<file path="config.mk">
export PLATFORM = sky130hd
export DESIGN_NAME = branch_prediction_resolver_flat
export DESIGN_NICKNAME = d
export VERILOG_FILES = /design/src/rtl/branch_prediction_resolver_pkg.sv /design/src/rtl/branch_prediction_resolver_if.sv /design/src/rtl/branch_prediction_resolver_stage.sv /design/src/rtl/branch_prediction_resolver.sv /design/src/flat_wrapper.sv
export SDC_FILE = /design/constraint.sdc
export NUM_CORES = 1
export LEC_CHECK = 0
export ABC_CLOCK_PERIOD_IN_PS = 4400
export CORE_ASPECT_RATIO = 0.9
export CORE_MARGIN = 2
export CORE_UTILIZATION = 52
export CTS_CLUSTER_SIZE = 14
export DETAILED_ROUTE_END_ITERATION = 8
export GPL_ROUTABILITY_DRIVEN = 0
export PLACE_DENSITY_LB_ADDON = 0.15
export SLEW_MARGIN = 20
export SYNTH_ARGS = -nofsm -noshare
export SYNTH_HDL_FRONTEND = slang
export SYNTH_SLANG_ARGS = --single-unit
</file>
<file path="constraint.sdc">
create_clock -name CLK -period 4.4 [get_ports CLK]
set_input_delay 1.1 -clock CLK [delete_from_list [all_inputs] [get_ports CLK]]
set_output_delay 1.1 -clock CLK [all_outputs]
set_load 0.005 [all_outputs]
</file>
<file path="src/rtl/branch_prediction_resolver_pkg.sv">
// Shared widths, constants and the pipeline stage record for the branch prediction resolver.
package branch_prediction_resolver_pkg;

  localparam int unsigned PC_WIDTH  = 32;
  localparam int unsigned CNT_WIDTH = 16;
  localparam int unsigned PC_INCR   = 4;

  typedef struct packed {
    logic                valid;
    logic [PC_WIDTH-1:0] pc;
    logic                hit;
    logic                predict;
    logic [PC_WIDTH-1:0] target;
  } stage_t;

  // A fetch was steered to the BTB target only when the BTB hit and the counter said taken.
  function automatic logic pred_taken(input stage_t s);
    return s.hit & s.predict;
  endfunction

endpackage

</file>
<file path="src/rtl/branch_prediction_resolver_if.sv">
// Fetch, execute-resolution and predictor-update signals of the branch prediction resolver.
interface branch_prediction_resolver_if;
  import branch_prediction_resolver_pkg::*;

  logic                 IF_Valid;
  logic [PC_WIDTH-1:0]  IF_PC;
  logic                 IF_Hit;
  logic                 IF_JumpPredict;
  logic [PC_WIDTH-1:0]  IF_PredTarget;
  logic                 Stall;
  logic                 EX_IsBranch;
  logic                 EX_Taken;
  logic [PC_WIDTH-1:0]  EX_Target;

  logic                 Mispredict;
  logic [PC_WIDTH-1:0]  RedirectPC;
  logic                 EX_Hit;
  logic                 Success;
  logic                 BTB_Write;
  logic [PC_WIDTH-1:0]  BTB_WrPC;
  logic [PC_WIDTH-1:0]  BTB_WrTarget;
  logic [CNT_WIDTH-1:0] BranchCount;
  logic [CNT_WIDTH-1:0] MissCount;

  modport master (
    output IF_Valid, IF_PC, IF_Hit, IF_JumpPredict, IF_PredTarget, Stall,
           EX_IsBranch, EX_Taken, EX_Target,
    input  Mispredict, RedirectPC, EX_Hit, Success, BTB_Write, BTB_WrPC,
           BTB_WrTarget, BranchCount, MissCount
  );

  modport slave (
    input  IF_Valid, IF_PC, IF_Hit, IF_JumpPredict, IF_PredTarget, Stall,
           EX_IsBranch, EX_Taken, EX_Target,
    output Mispredict, RedirectPC, EX_Hit, Success, BTB_Write, BTB_WrPC,
           BTB_WrTarget, BranchCount, MissCount
  );

endinterface

</file>
<file path="src/rtl/branch_prediction_resolver_stage.sv">
// One prediction pipeline register; clear beats hold, hold beats load.
module bp_pipe_stage
  import branch_prediction_resolver_pkg::*;
(
  input  logic   clk,
  input  logic   rst,
  input  logic   load,
  input  logic   hold,
  input  logic   clear,
  input  stage_t d,
  output stage_t q
);

  always_ff @(posedge clk) begin
    if (rst || clear) begin
      q <= '0;
    end else if (hold) begin
      q <= q;
    end else if (load) begin
      q <= d;
    end
  end

endmodule

</file>
<file path="src/rtl/branch_prediction_resolver.sv">
// Carries fetch-time predictions to EX, checks them against the real outcome, and drives
// flush/redirect, predictor and BTB updates plus branch/miss statistics.
module branch_prediction_resolver
  import branch_prediction_resolver_pkg::*;
(
  input  logic                        CLK,
  input  logic                        Reset,
  branch_prediction_resolver_if.slave bus
);

  stage_t               if_rec;
  stage_t               ifid;
  stage_t               idex;
  logic                 active;
  logic                 taken_pred;
  logic                 target_diff;
  logic                 mispredict;
  logic                 ex_hit;
  logic                 success;
  logic                 btb_write;
  logic [PC_WIDTH-1:0]  redirect_pc;
  logic [PC_WIDTH-1:0]  wr_pc;
  logic [PC_WIDTH-1:0]  wr_target;
  logic [CNT_WIDTH-1:0] branch_count;
  logic [CNT_WIDTH-1:0] miss_count;

  // An idle fetch slot enters IF/ID as an all-zero bubble.
  always_comb begin
    if_rec = '0;
    if (bus.IF_Valid) begin
      if_rec.valid   = 1'b1;
      if_rec.pc      = bus.IF_PC;
      if_rec.hit     = bus.IF_Hit;
      if_rec.predict = bus.IF_JumpPredict;
      if_rec.target  = bus.IF_PredTarget;
    end
  end

  bp_pipe_stage u_if_id (
    .clk   (CLK),
    .rst   (Reset),
    .load  (!bus.Stall),
    .hold  (bus.Stall),
    .clear (mispredict),
    .d     (if_rec),
    .q     (ifid)
  );

  bp_pipe_stage u_id_ex (
    .clk   (CLK),
    .rst   (Reset),
    .load  (!bus.Stall),
    .hold  (bus.Stall),
    .clear (mispredict),
    .d     (ifid),
    .q     (idex)
  );

  // Resolution compares the ID/EX prediction with the EX outcome in the same cycle.
  always_comb begin
    active      = idex.valid & ~bus.Stall;
    taken_pred  = pred_taken(idex);
    target_diff = (idex.target != bus.EX_Target);
    mispredict  = 1'b0;
    redirect_pc = '0;
    ex_hit      = 1'b0;
    success     = 1'b0;
    btb_write   = 1'b0;
    wr_pc       = '0;
    wr_target   = '0;
    if (active) begin
      if (bus.EX_IsBranch) begin
        mispredict = (taken_pred != bus.EX_Taken) | (taken_pred & bus.EX_Taken & target_diff);
      end else begin
        mispredict = taken_pred;
      end
      if (mispredict) begin
        redirect_pc = (bus.EX_IsBranch & bus.EX_Taken) ? bus.EX_Target
                                                       : idex.pc + PC_WIDTH'(PC_INCR);
      end
      ex_hit    = bus.EX_IsBranch & idex.hit;
      success   = ex_hit & bus.EX_Taken;
      btb_write = bus.EX_IsBranch & bus.EX_Taken & (~idex.hit | target_diff);
      if (btb_write) begin
        wr_pc     = idex.pc;
        wr_target = bus.EX_Target;
      end
    end
  end

  always_ff @(posedge CLK) begin
    if (Reset) begin
      branch_count <= '0;
      miss_count   <= '0;
    end else if (active) begin
      if (bus.EX_IsBranch) begin
        branch_count <= branch_count + CNT_WIDTH'(1);
      end
      if (mispredict) begin
        miss_count <= miss_count + CNT_WIDTH'(1);
      end
    end
  end

  assign bus.Mispredict   = mispredict;
  assign bus.RedirectPC   = redirect_pc;
  assign bus.EX_Hit       = ex_hit;
  assign bus.Success      = success;
  assign bus.BTB_Write    = btb_write;
  assign bus.BTB_WrPC     = wr_pc;
  assign bus.BTB_WrTarget = wr_target;
  assign bus.BranchCount  = branch_count;
  assign bus.MissCount    = miss_count;

endmodule

</file>
<file path="src/flat_wrapper.sv">
// flat-port wrapper written by rule: the top's interface ports become plain ports
module branch_prediction_resolver_flat import branch_prediction_resolver_pkg::*;
  (CLK, Reset, bus_IF_Valid, bus_IF_PC, bus_IF_Hit, bus_IF_JumpPredict, bus_IF_PredTarget, bus_Stall, bus_EX_IsBranch, bus_EX_Taken, bus_EX_Target, bus_Mispredict, bus_RedirectPC, bus_EX_Hit, bus_Success, bus_BTB_Write, bus_BTB_WrPC, bus_BTB_WrTarget, bus_BranchCount, bus_MissCount);
  branch_prediction_resolver_if bus_i ();
  input  logic CLK;
  input  logic Reset;
  input wire logic [$bits(bus_i.IF_Valid)-1:0] bus_IF_Valid;
  input wire logic [$bits(bus_i.IF_PC)-1:0] bus_IF_PC;
  input wire logic [$bits(bus_i.IF_Hit)-1:0] bus_IF_Hit;
  input wire logic [$bits(bus_i.IF_JumpPredict)-1:0] bus_IF_JumpPredict;
  input wire logic [$bits(bus_i.IF_PredTarget)-1:0] bus_IF_PredTarget;
  input wire logic [$bits(bus_i.Stall)-1:0] bus_Stall;
  input wire logic [$bits(bus_i.EX_IsBranch)-1:0] bus_EX_IsBranch;
  input wire logic [$bits(bus_i.EX_Taken)-1:0] bus_EX_Taken;
  input wire logic [$bits(bus_i.EX_Target)-1:0] bus_EX_Target;
  output wire logic [$bits(bus_i.Mispredict)-1:0] bus_Mispredict;
  output wire logic [$bits(bus_i.RedirectPC)-1:0] bus_RedirectPC;
  output wire logic [$bits(bus_i.EX_Hit)-1:0] bus_EX_Hit;
  output wire logic [$bits(bus_i.Success)-1:0] bus_Success;
  output wire logic [$bits(bus_i.BTB_Write)-1:0] bus_BTB_Write;
  output wire logic [$bits(bus_i.BTB_WrPC)-1:0] bus_BTB_WrPC;
  output wire logic [$bits(bus_i.BTB_WrTarget)-1:0] bus_BTB_WrTarget;
  output wire logic [$bits(bus_i.BranchCount)-1:0] bus_BranchCount;
  output wire logic [$bits(bus_i.MissCount)-1:0] bus_MissCount;
  assign bus_i.IF_Valid = bus_IF_Valid;
  assign bus_i.IF_PC = bus_IF_PC;
  assign bus_i.IF_Hit = bus_IF_Hit;
  assign bus_i.IF_JumpPredict = bus_IF_JumpPredict;
  assign bus_i.IF_PredTarget = bus_IF_PredTarget;
  assign bus_i.Stall = bus_Stall;
  assign bus_i.EX_IsBranch = bus_EX_IsBranch;
  assign bus_i.EX_Taken = bus_EX_Taken;
  assign bus_i.EX_Target = bus_EX_Target;
  assign bus_Mispredict = bus_i.Mispredict;
  assign bus_RedirectPC = bus_i.RedirectPC;
  assign bus_EX_Hit = bus_i.EX_Hit;
  assign bus_Success = bus_i.Success;
  assign bus_BTB_Write = bus_i.BTB_Write;
  assign bus_BTB_WrPC = bus_i.BTB_WrPC;
  assign bus_BTB_WrTarget = bus_i.BTB_WrTarget;
  assign bus_BranchCount = bus_i.BranchCount;
  assign bus_MissCount = bus_i.MissCount;
  branch_prediction_resolver u_core (.CLK(CLK), .Reset(Reset), .bus(bus_i));
endmodule
</file>
After elaboration in Yosys (flattened, before gate mapping):

Cells that the tools add are included.

* input port bits: 104
* logic and storage cells: 46
* register bits after elaboration: 166

* bitwise gates (word level): 12
* muxes and demuxes: 14
* $add $sub $neg: 3
* reductions and logical operators: 3
* equal/unequal tests: 2

Operators with widths (count)
* $mux W32: 7
* $mux W67: 1
* $add A16 B1 Y16 const B: 2
* $add A32 B3 Y32 const B: 1
* $ne A32 B32 Y1: 1
* $and A1 B1 Y1: 8
* $mux W1: 6
* $reduce_and A2 Y1: 2
* $not A1 Y1: 2
* $or A1 B1 Y1: 2
* $logic_or A1 B1 Y1: 1
* $ne A1 B1 Y1: 1

Logic depth before layout (Yosys ltp):

* depth after elaboration: 8
* depth in mapped cells: 11
* gate-level depth less buffers: 9

Hierarchy:

Synthesis repeated with hierarchy kept, for this count alone.

* cell total of the unflattened synthesis: 1145
* area total of the unflattened synthesis: 8936.1 sq um

By module, submodules not included
* bp_pipe_stage: cells each 293, area an instance 2453.6 sq um, times used 2
* branch_prediction_resolver: cells each 559, area an instance 4028.9 sq um, times used 1

Least setup slack after synthesis:

OpenSTA, ideal clock, no wires.

* path type: input to output
* from: input bus_EX_Target[31]
* to: output bus_RedirectPC[10]
* stages: 8
* arrival: 2.559 ns
* data required time: 3.300 ns
* path slack: 0.741 ns
* buffers on the path: 2
* cells stage by stage: xnor2_1 nand4_1 nor4_4 a21oi_2 nor2_1 buf_2 buf_1 a211oi_1

* cells in the longest elaborated chain, start to end: 7

Ends and longest elaborated chain
* from (decl): line flat_wrapper.sv:15 `input wire logic [$bits(bus_i.EX_Target)-1:0] bus_EX_Target;`
* $ne A32 B32 Y1: line branch_prediction_resolver.sv:63 `target_diff = (idex.target != bus.EX_Target);`
* $and A1 B1 Y1: line branch_prediction_resolver.sv:73 `mispredict = (taken_pred != bus.EX_Taken) | (taken_pred & bus.EX_Taken & target_diff);`
* $or A1 B1 Y1: line branch_prediction_resolver.sv:73
* $mux W1: line branch_prediction_resolver.sv:72 `if (bus.EX_IsBranch) begin`
* $mux W1: line branch_prediction_resolver.sv:71 `if (active) begin`
* $mux W32: line branch_prediction_resolver.sv:77 `if (mispredict) begin`
* $mux W32: line branch_prediction_resolver.sv:71
* to (decl): line flat_wrapper.sv:17 `output wire logic [$bits(bus_i.RedirectPC)-1:0] bus_RedirectPC;`

No other way between the ends. The select of a mux whose other input is x is not followed.

Worst setup path in the final report:

* from: input bus_EX_Target[1]
* to: output bus_BTB_WrTarget[18]

* cells in the longest elaborated chain, start to end: 5

Ends and longest elaborated chain
* $ne A32 B32 Y1: line branch_prediction_resolver.sv:63
* $or A1 B1 Y1: line branch_prediction_resolver.sv:83 `btb_write = bus.EX_IsBranch & bus.EX_Taken & (~idex.hit | target_diff);`
* $and A1 B1 Y1: line branch_prediction_resolver.sv:83
* $mux W32: line branch_prediction_resolver.sv:84 `if (btb_write) begin`
* $mux W32: line branch_prediction_resolver.sv:71
* to (decl): line flat_wrapper.sv:22 `output wire logic [$bits(bus_i.BTB_WrTarget)-1:0] bus_BTB_WrTarget;`

No other way between the ends.

==> run_results.csv <==
group,metric,value,unit
pwr,p_clk_share,45.2,%
status,status,"complete, no violations",
cells_and_area,layout-drive-gt1-share,14.4,%
critical_path,crit_required,3.30,ns
cts,path_clk_slew,0.07,ns
sta,min_period,4.36,ns
grt,grt_usage,30.9,%
grt,antenna_found_initial,2,
logic_synthesis,synthCells,896,
cells_and_area,most-common-layout-cells,"dfxtp_1, nor2_1, clkdlybuf4s50_1",
floorplan,die-width,135,um
cells_and_area,stdcell_area,11700,um2
logic_synthesis,ys_seq_area_share,41.1,%
sta,worst_pin_slew,0.784,ns
cells_and_area,layout_commonest_cell,"dfxtp_1",
cells_and_area,final_nets,1268,
cts,clock-sinks,166,
logic_synthesis,synth.ff_latch_count,166,
placement,place_area,10900,um2
floorplan,die_h,122,um
cts,root_buffer,"clkbuf_16",
sta,drv_slew,0,
cts,cts_tree,"built",
pwr,pwr-share-seq,44.6,%
pwr,p_total,0.00351,W
critical_path,arrival,3.26,ns
logic_synthesis,ys_async_sr_fraction,0,%
detailed_routing,vias_per_cell,5.49,
detailed_routing,drc,0,
detailed_routing,drtAntennaViolNets,0,
critical_path,path_class,"in -> out",
detailed_routing,drt-initial-drc-count,470,
pwr,switchingPower,0.000870,W
detailed_routing,drtPass1Iterations,7,
logic_synthesis,yosys_warnings,0,
grt,first_global_vias,7043,
critical_path,worst_setup_path_start_kind,"input port",
floorplan,io_pins,236,
critical_path,crit_end,"bus_BTB_WrTarget[18]",
placement,dp_cells,1327,
cts,clockBufferDepth,2,
pwr,p_per_area,299,nW/um2
critical_path,r2r_end,"u_core.u_id_ex.q[58]",
flow_run,max_cap_violations,0,
floorplan,core_area,15300,um2
cells_and_area,stdcell_count,1377,
critical_path,critPathMaxFanout,5,
critical_path,regToRegSetupSlack,1.61,ns
detailed_routing,wirelength,26300,um
pwr,power_leakage,4.84,nW
critical_path,worstSetupStartpoint,"bus_EX_Target[1]",
pwr,p_sw_share,24.8,%
floorplan,rows,43,
cts,cts_max_level,4,
grt,grt_first_pass_wirelength,38700,um
grt,grt_max_degree,59,
cells_and_area,utilization,76.8,%
grt,grt-ovfl-total,0,
critical_path,reg2regPathDepth,11,
sta,max_slew_margin,47.7,%
pwr,power.combinational.fraction,10.2,%
cells_and_area,nFillCells,1151,
sta,period_share,99.1,%
logic_synthesis,synth.distinct_cells,40,
detailed_routing,post_drt_wl_per_cell,19.1,um
sta,setup_tns,0,ns
floorplan,fp.dieArea,16600,um2
sta,max_freq,229,MHz
cts,cts_hold_buffers,0,
pwr,p_int,0.00264,W
placement,place.port_buffers,235,
worst_hold_path,hold_path.class,"reg -> reg",
sta,setup_violations,0,
placement,dp_hpwl,18200,um
logic_synthesis,synth_edf_count,0,
floorplan,start_util,52.9,%
sta,finClkSkew,0.0119,ns
pwr,vdd_drop_max,0.301,mV
critical_path,rr_startpoint,"u_core.u_id_ex.q[11]",
logic_synthesis,syn_nets,1004,
sta,finalHoldViolCount,0,
cells_and_area,syn2layout_area_growth,45.2,%
worst_hold_path,hold_start,"u_core.u_if_id.q[18]",
cts,clk_latency,0.44,ns
detailed_routing,vias,7557,
critical_path,end_kind,"primary output",
logic_synthesis,synth_flop_cell,"dfxtp_1",
sta,rsz0062_at_grt,"false",
cts,cts_buffers,17,
logic_synthesis,avgSynthCellArea,9.02,um2
logic_synthesis,synth_area,8080,um2
worst min-delay path by stage:
stage / endpoint / depth (start not counted)
floorplan: u_core.u_if_id.q[66] / 2
global placement: u_core.u_id_ex.q[14] / 2
detailed placement: u_core.u_id_ex.q[49] / 2
CTS: u_core.u_id_ex.q[39] / 2
global route: u_core.u_id_ex.q[18] / 2
finish: u_core.u_id_ex.q[18] / 2
cells in the mapped netlist (23+ instances only):
library cell / number / area (um2)
dfxtp_1: 166 / 3320
nor2_1: 164 / 616
and2_1: 70 / 438
mux2i_1: 68 / 681
a22oi_1: 66 / 495
xnor2_1: 51 / 447
clkbuf_1: 45 / 169
a211oi_1: 30 / 225
nor2_4: 30 / 338
xor2_1: 29 / 254
nand3_1: 25 / 125
nand2_1: 23 / 86.3
power groups by stage:
stage / logic (W) / clock network (W) / registers, W
final: 0.000357 / 0.00159 / 0.00157
after global placement: 0.000355 / 0 / 0.00160
after global routing: 0.000379 / 0.00166 / 0.00157
after detailed placement: 0.000358 / 0 / 0.00160
after CTS: 0.000354 / 0.00160 / 0.00156
after floorplan: 0.000183 / 0 / 0.00159
state kept, by name (all words and copies together), names as in the netlist:
register and flops:
u_core.bus.BranchCount 16, u_core.u_id_ex.q 67, u_core.bus.MissCount 16, u_core.u_if_id.q 67
repair_timing:
action,CTS,global route
gates cloned,3,2
setup buffers,5,6
pin swaps,6,19
resized for setup,80,35
endpoints found under the setup margin,97,33
cells by family (layout without fill, tap and decap cells):
logic type | Yosys count | in the layout | synth area share (%)
and+or+nand+nor | 372 | 372 | 25.0
AOI/OAI and AO/OA | 130 | 130 | 11.5
other | 0 | 2 | 0
muxes | 68 | 68 | 8.42
xor gates and xnor gates | 80 | 80 | 8.67
DFF | 166 | 166 | 41.1
buffers and inverters | 76 | 353 | 4.65
adders and majority gates | 4 | 4 | 0.620
per-layer routing:
| metal | track usage (%) | wire [um] | vias to the layer above |
|---|---|---|---|
| met4 | 14.8 | 1040 | 0 |
| met5 | 0 | 0 | - |
| met3 | 8.67 | 1890 | 66 |
| met2 | 49.5 | 12400 | 297 |
| li1 | - | - | 3602 |
| met1 | 38.6 | 10900 | 3592 |
critical path, stage by stage:
cell and delay, ns:
dlygate4sd2_1 0.28, xnor2_1 0.17, nand4_1 0.17, nor4_4 0.30
buf_4 0.18, a31oi_4 0.18, buf_12 0.20, buf_4 0.14
buf_16 0.14, and2_1 0.14, dlygate4sd2_1 0.25
per-stage QoR:
stage	setup WS, ns	hold slack (ns)
after floorplan	0.741	0.454
after global placement	-0.168	0.468
after detailed placement	-0.181	0.480
after CTS	-0.0124	0.497
after global routing	0.00649	0.504
final	0.0383	0.495
final cells by class:
cell class / count / area [um2] / area share (%)
Timing Repair Buffer: 305 / 3000 / 25.6
Clock buffer: 19 / 443 / 3.78
Antenna cell: 2 / 5.00 / 0.0427
Multi-Input combinational cell: 654 / 4460 / 38.1
Inverter: 16 / 60.1 / 0.512
Clock inverter: 13 / 184 / 1.57
Tap cell: 202 / 253 / 2.15
Sequential cell: 166 / 3320 / 28.3
Power figures use the tool's default switching activity.
